File: config.mk
export PLATFORM = sky130hd
export DESIGN_NAME = center_color_sampler
export DESIGN_NICKNAME = d
export VERILOG_FILES = /design/src/rtl/center_color_sampler.sv
export SDC_FILE = /design/constraint.sdc
export NUM_CORES = 2
export LEC_CHECK = 0
export CORE_MARGIN = 10
export CORE_UTILIZATION = 27
export DETAILED_ROUTE_END_ITERATION = 7
export DONT_BUFFER_PORTS = 1
export PLACE_DENSITY_LB_ADDON = 0.12
export SYNTH_ARGS = -nofsm -noshare
export SYNTH_HDL_FRONTEND = slang
export SYNTH_SLANG_ARGS = --single-unit
File: constraint.sdc
create_clock -name Clk -period 9.6 [get_ports Clk]
set_input_delay 2.88 -clock Clk [delete_from_list [all_inputs] [get_ports Clk]]
set_output_delay 2.88 -clock Clk [all_outputs]
set_load 0.01 [all_outputs]
File: src/rtl/center_color_sampler.sv
// Averages R/G/B over a 2^K x 2^K window around each of nine sticker centres for one full frame.
// Results and the full-window mask update together with a one-cycle Done on the closing start-of-frame.
module center_color_sampler #(
  parameter int K  = 2,
  parameter int CW = 10
) (
  input  logic              Clk,
  input  logic              Reset_n,
  input  logic              Start,
  input  logic              gotCenters,
  input  logic [98:0]       BlockX,
  input  logic [98:0]       BlockY,
  input  logic              iSOF,
  input  logic              iDVAL,
  input  logic [10:0]       iX,
  input  logic [10:0]       iY,
  input  logic [CW-1:0]     iR,
  input  logic [CW-1:0]     iG,
  input  logic [CW-1:0]     iB,
  output logic              Busy,
  output logic              Done,
  output logic [9*3*CW-1:0] Color_Out,
  output logic [8:0]        Full_Mask
);

  localparam int NB    = 9;
  localparam int SW    = CW + 2*K;
  localparam int CNTW  = 2*K + 1;
  localparam int H     = 1 << (K-1);
  localparam int NFULL = 1 << (2*K);
  localparam logic [CNTW-1:0] FULL_CNT = NFULL[CNTW-1:0];

  typedef enum logic [1:0] {S_IDLE, S_ARMED, S_ACCUM} state_t;

  state_t               state_q, state_d;
  logic [10:0]          cx_q    [NB];
  logic [10:0]          cx_d    [NB];
  logic [10:0]          cy_q    [NB];
  logic [10:0]          cy_d    [NB];
  logic [SW-1:0]        sum_r_q [NB];
  logic [SW-1:0]        sum_r_d [NB];
  logic [SW-1:0]        sum_g_q [NB];
  logic [SW-1:0]        sum_g_d [NB];
  logic [SW-1:0]        sum_b_q [NB];
  logic [SW-1:0]        sum_b_d [NB];
  logic [CNTW-1:0]      cnt_q   [NB];
  logic [CNTW-1:0]      cnt_d   [NB];
  logic                 done_q, done_d;
  logic [9*3*CW-1:0]    color_q, color_d;
  logic [NB-1:0]        mask_q, mask_d;

  logic [NB-1:0]        hit;
  logic                 sof_px;
  logic                 accum_en;

  // Returns {lo, hi}: lo saturates at 0, hi clamps at 2047.
  function automatic logic [21:0] win_bounds(input logic [10:0] c);
    logic [10:0] lo;
    logic [11:0] hi_ext;
    lo     = (c < 11'(H)) ? 11'd0 : c - 11'(H);
    hi_ext = {1'b0, c} + 12'(H-1);
    return {lo, (hi_ext[11] ? 11'h7FF : hi_ext[10:0])};
  endfunction

  always_comb begin
    logic [21:0] bx;
    logic [21:0] by;
    hit = '0;
    bx  = '0;
    by  = '0;
    for (int i = 0; i < NB; i++) begin
      bx = win_bounds(cx_q[i]);
      by = win_bounds(cy_q[i]);
      hit[i] = (iX >= bx[21:11]) && (iX <= bx[10:0]) &&
               (iY >= by[21:11]) && (iY <= by[10:0]);
    end
  end

  assign sof_px = iSOF & iDVAL;

  always_comb begin
    state_d  = state_q;
    cx_d     = cx_q;
    cy_d     = cy_q;
    sum_r_d  = sum_r_q;
    sum_g_d  = sum_g_q;
    sum_b_d  = sum_b_q;
    cnt_d    = cnt_q;
    color_d  = color_q;
    mask_d   = mask_q;
    done_d   = 1'b0;
    accum_en = 1'b0;

    case (state_q)
      S_IDLE: begin
        if (Start && gotCenters) begin
          for (int i = 0; i < NB; i++) begin
            cx_d[i]    = BlockX[11*i +: 11];
            cy_d[i]    = BlockY[11*i +: 11];
            sum_r_d[i] = '0;
            sum_g_d[i] = '0;
            sum_b_d[i] = '0;
            cnt_d[i]   = '0;
          end
          state_d = S_ARMED;
        end
      end
      S_ARMED: begin
        if (sof_px) begin
          accum_en = 1'b1;
          state_d  = S_ACCUM;
        end
      end
      S_ACCUM: begin
        // The closing SOF pixel belongs to the next frame, so it is not summed.
        if (sof_px) begin
          done_d  = 1'b1;
          state_d = S_IDLE;
          for (int i = 0; i < NB; i++) begin
            color_d[3*CW*i +: 3*CW] = {sum_r_q[i][SW-1:2*K],
                                       sum_g_q[i][SW-1:2*K],
                                       sum_b_q[i][SW-1:2*K]};
            mask_d[i] = (cnt_q[i] == FULL_CNT);
          end
        end else if (iDVAL) begin
          accum_en = 1'b1;
        end
      end
      default: state_d = S_IDLE;
    endcase

    // Sums stop growing once the window count is full, so they cannot overflow.
    if (accum_en) begin
      for (int i = 0; i < NB; i++) begin
        if (hit[i] && (cnt_q[i] != FULL_CNT)) begin
          sum_r_d[i] = sum_r_q[i] + SW'(iR);
          sum_g_d[i] = sum_g_q[i] + SW'(iG);
          sum_b_d[i] = sum_b_q[i] + SW'(iB);
          cnt_d[i]   = cnt_q[i] + CNTW'(1);
        end
      end
    end
  end

  always_ff @(posedge Clk or negedge Reset_n) begin
    if (!Reset_n) begin
      state_q <= S_IDLE;
      done_q  <= 1'b0;
      color_q <= '0;
      mask_q  <= '0;
      for (int i = 0; i < NB; i++) begin
        cx_q[i]    <= '0;
        cy_q[i]    <= '0;
        sum_r_q[i] <= '0;
        sum_g_q[i] <= '0;
        sum_b_q[i] <= '0;
        cnt_q[i]   <= '0;
      end
    end else begin
      state_q <= state_d;
      done_q  <= done_d;
      color_q <= color_d;
      mask_q  <= mask_d;
      cx_q    <= cx_d;
      cy_q    <= cy_d;
      sum_r_q <= sum_r_d;
      sum_g_q <= sum_g_d;
      sum_b_q <= sum_b_d;
      cnt_q   <= cnt_d;
    end
  end

  assign Busy      = (state_q != S_IDLE);
  assign Done      = done_q;
  assign Color_Out = color_q;
  assign Full_Mask = mask_q;

endmodule

==> reports/summary.txt <==
outcome: finished, final reports clean
CP arrival: 6.70 ns
GRT Total Usage: 0.174
skew final: 0.0349 ns
DR vias: 52600
Nets: 8358
first-pass GRT wire length: 338000 microns
DRT iter0 DRCs: 3206
worst relative slew slack: 0.130
part of the power in registers: 0.336
Worst Path Required: 10.27 ns
Synth top area share: 0.359
post-synthesis cell count: 7538
WL/cell: 21.5 microns
final WL: 225000 microns
# IOs: 537
total power: 16.4 mW
Post-CTS Setup Inserts: 0
largest net degree at the start of global routing: 210
Max VDD drop: 165 uV
total core area: 0.232 sq mm
root buffer cell: clkbuf_16
clk sinks: 903
Psw: 6.48 mW
Slowest cell on crit path: a2111oi_0
hold buffers post-CTS: 0
share of cells above drive strength 1: 0.0452
syn_nets: 8562
sequential share of the synthesized area: 0.359
post-detail-place hpwl: 160000 microns
post-cts resize count: 0
Chip Height: 503 microns
hold depth: 1
Synth area leader: dfrtp_1
critical path peak fanout: 58
aggregate global routing overflow: 0
RSZ-0062 raised after global routing: no
final hold vios: 0
# setup viols final: 0
Crit Path Category: primary input to flip-flop
DP Worst Slack: 2.82 ns
Synth cell types: 81
Sw Share: 0.396
Max Cap Viol: 0
Final Cycle Share: 0.628
hold crit path type: flip-flop to flip-flop
Clock Latency Late Sink: 0.79 ns
Num CTS Buffers: 118
Seq cells post-synth: 903
DRC: 0
CP Capture Type: flip-flop
Post-Syn Area: 0.0629 sq mm
initial core utilization: 0.271
routability-driven placement congestion ratio: 0.821
vias in the first global route: 51700
die area: 0.253 sq mm
P_int: 9.88 mW
1st-pass router iterations: 5
Slew Limit Fails: 0
post-DR vias/cell: 5.02
Pleak: 33.6 nW
initial antenna violation count: 37
Final min period: 6.03 ns
critical path startpoint category: primary input
placed instance count: 10300
async set or reset register ratio after synthesis: 1.00
die extent in x: 503 microns
TNS Setup: 0 ns
Port Buffers: 0
critical-path cell list: inv_1 -> ha_1 -> nand2b_1 -> a2111oi_2 -> o21ai_1 -> a311o_1 -> a2111oi_0 -> or4b_4 -> buf_4 -> nand3_1 -> o21ai_0
Synth area leaders: dfrtp_1, ha_1, nand2_1
Syn-to-layout area delta: 11.3%
CP max stage delay: 1.02 ns
antenna viol nets, final: 0
htree depth: 3
# rows: 177
Post-synth top flop: dfrtp_1
Worst-path clk slew: 0.06 ns
Slew @ Worst Pin: 1.30 ns
YS warnings: 0
combinational power share: 0.362
PwrDens: 234 mW/mm^2
Fmax: 166 MHz
R2R depth: 16
final core occ: 0.302
Avg Inst Size Synth: 8.34 sq um
clock buffer depth: 3
post-route insts no fill: 10500
share of total power in the clock network: 0.302
Post-synth EDFFs: 0
worst setup margin: 3.57 ns
CTS tree: done
## final timing paths
path	from	end	slack (ns)
hold reg to reg	cnt_q[4]$_DFF_PN0_	cnt_q[4]$_DFF_PN0_	0.48
setup reg to reg	cy_q[78]$_DFFE_PN0P_	sum_r_q[103]$_DFF_PN0_	4.23
setup / recovery	iY[0]	sum_r_q[103]$_DFF_PN0_	3.57
min in group asynchronous	Reset_n	sum_b_q[113]$_DFF_PN0_	1.82
max in group asynchronous	Reset_n	cnt_q[4]$_DFF_PN0_	5.03
hold / removal	cnt_q[4]$_DFF_PN0_	cnt_q[4]$_DFF_PN0_	0.48
## metrics by stage
stage | hold WS, ns | instance area (sq um)
global placement | 0.472 | 65600
detailed placement | 0.473 | 65800
global route | 0.504 | 70000
finish | 0.479 | 70000
CTS | 0.485 | 70000
floorplan | 0.445 | 62900
## cell usage in the layout, fill, tap and decap left out, types with 96 or more instances in the layout
master / n
a21o_1: 121
a21oi_1: 261
clkbuf_16: 118
dfrtp_1: 903
ha_1: 741
inv_1: 187
nand2_1: 1731
nand2b_1: 96
nand3_1: 476
nor2_1: 443
nor3_1: 186
o21ai_0: 604
xnor2_1: 168
xor2_1: 188
## Yosys cell counts (27+ instances only)
cell	n
nand2_1	1732
o21ai_0	606
and3_1	62
nand3_1	478
a211oi_1	77
nand4_1	84
buf_1	45
mux2_2	29
xor2_1	188
nor4_1	32
a211o_1	63
nor2b_1	54
xnor2_1	168
inv_1	188
fa_1	27
nor3b_1	45
a21o_1	121
nor2_1	444
or3_1	54
dfrtp_1	903
o31ai_1	53
a21oi_1	261
nand2b_1	96
mux2i_1	31
buf_2	29
o21a_1	55
clkbuf_1	272
nor3_1	188
a31oi_1	43
ha_1	741
and2_1	58
nand3b_1	49
## routing by layer
layer,routed length (microns),part of all wire,GRT usage,vias up
met1,105000,0.47,0.237,25400
met2,102000,0.45,0.282,951
met3,12300,0.055,0.0339,222
met4,5430,0.024,0.0440,16
li1,-,-,-,26000
met5,125,0.00055,0,-
## worst max-delay path, delay by kind of cell
kind	cells	cell delay (ns)
AND/OR/NAND/NOR	3	0.97
buffers and inverters	2	0.58
AO/OA/AOI/OAI	5	1.96
adder cells (fa/ha/maj)	1	0.25
## power groups by stage
| stage | Combinational, mW | Sequential [mW] | Clock (mW) |
|---|---|---|---|
| 2_1_floorplan | 4.94 | 4.80 | 0 |
| 3_3_place_gp | 5.74 | 5.56 | 0 |
| 3_5_place_dp | 5.97 | 5.57 | 0 |
| 4_1_cts | 6.01 | 5.50 | 5.11 |
| 5_1_grt | 6.91 | 5.63 | 5.25 |
| 6_report | 5.92 | 5.50 | 4.94 |
## state kept, by name, summed over array words and instances (netlist names)
register   cells
Done           1
sum_g_q      126
cy_q          99
Full_Mask      9
cx_q          99
sum_r_q      126
sum_b_q      126
Color_Out    270
state_q        2
cnt_q         45
## cell type report
cell class,instances,area [sq um]
Tap cell,3043,3810
Fill cell,24700,162000
Multi-Input combinational cell,6083,38200
Clock buffer,150,3210
Clock inverter,68,1000
Inverter,188,713
Timing Repair Buffer,40,450
Sequential cell,903,22600
Antenna cell,6,15.0
## cells by family after synthesis
kind of cell | after synthesis | synth area share
compound gates | 1462 | 0.145
xor+xnor | 356 | 0.0496
fa+ha+maj | 768 | 0.156
buf+inv | 552 | 0.0347
flops | 903 | 0.359
mux | 64 | 0.0108
simple gates | 3433 | 0.245
Power figures use the tool's default switching activity.
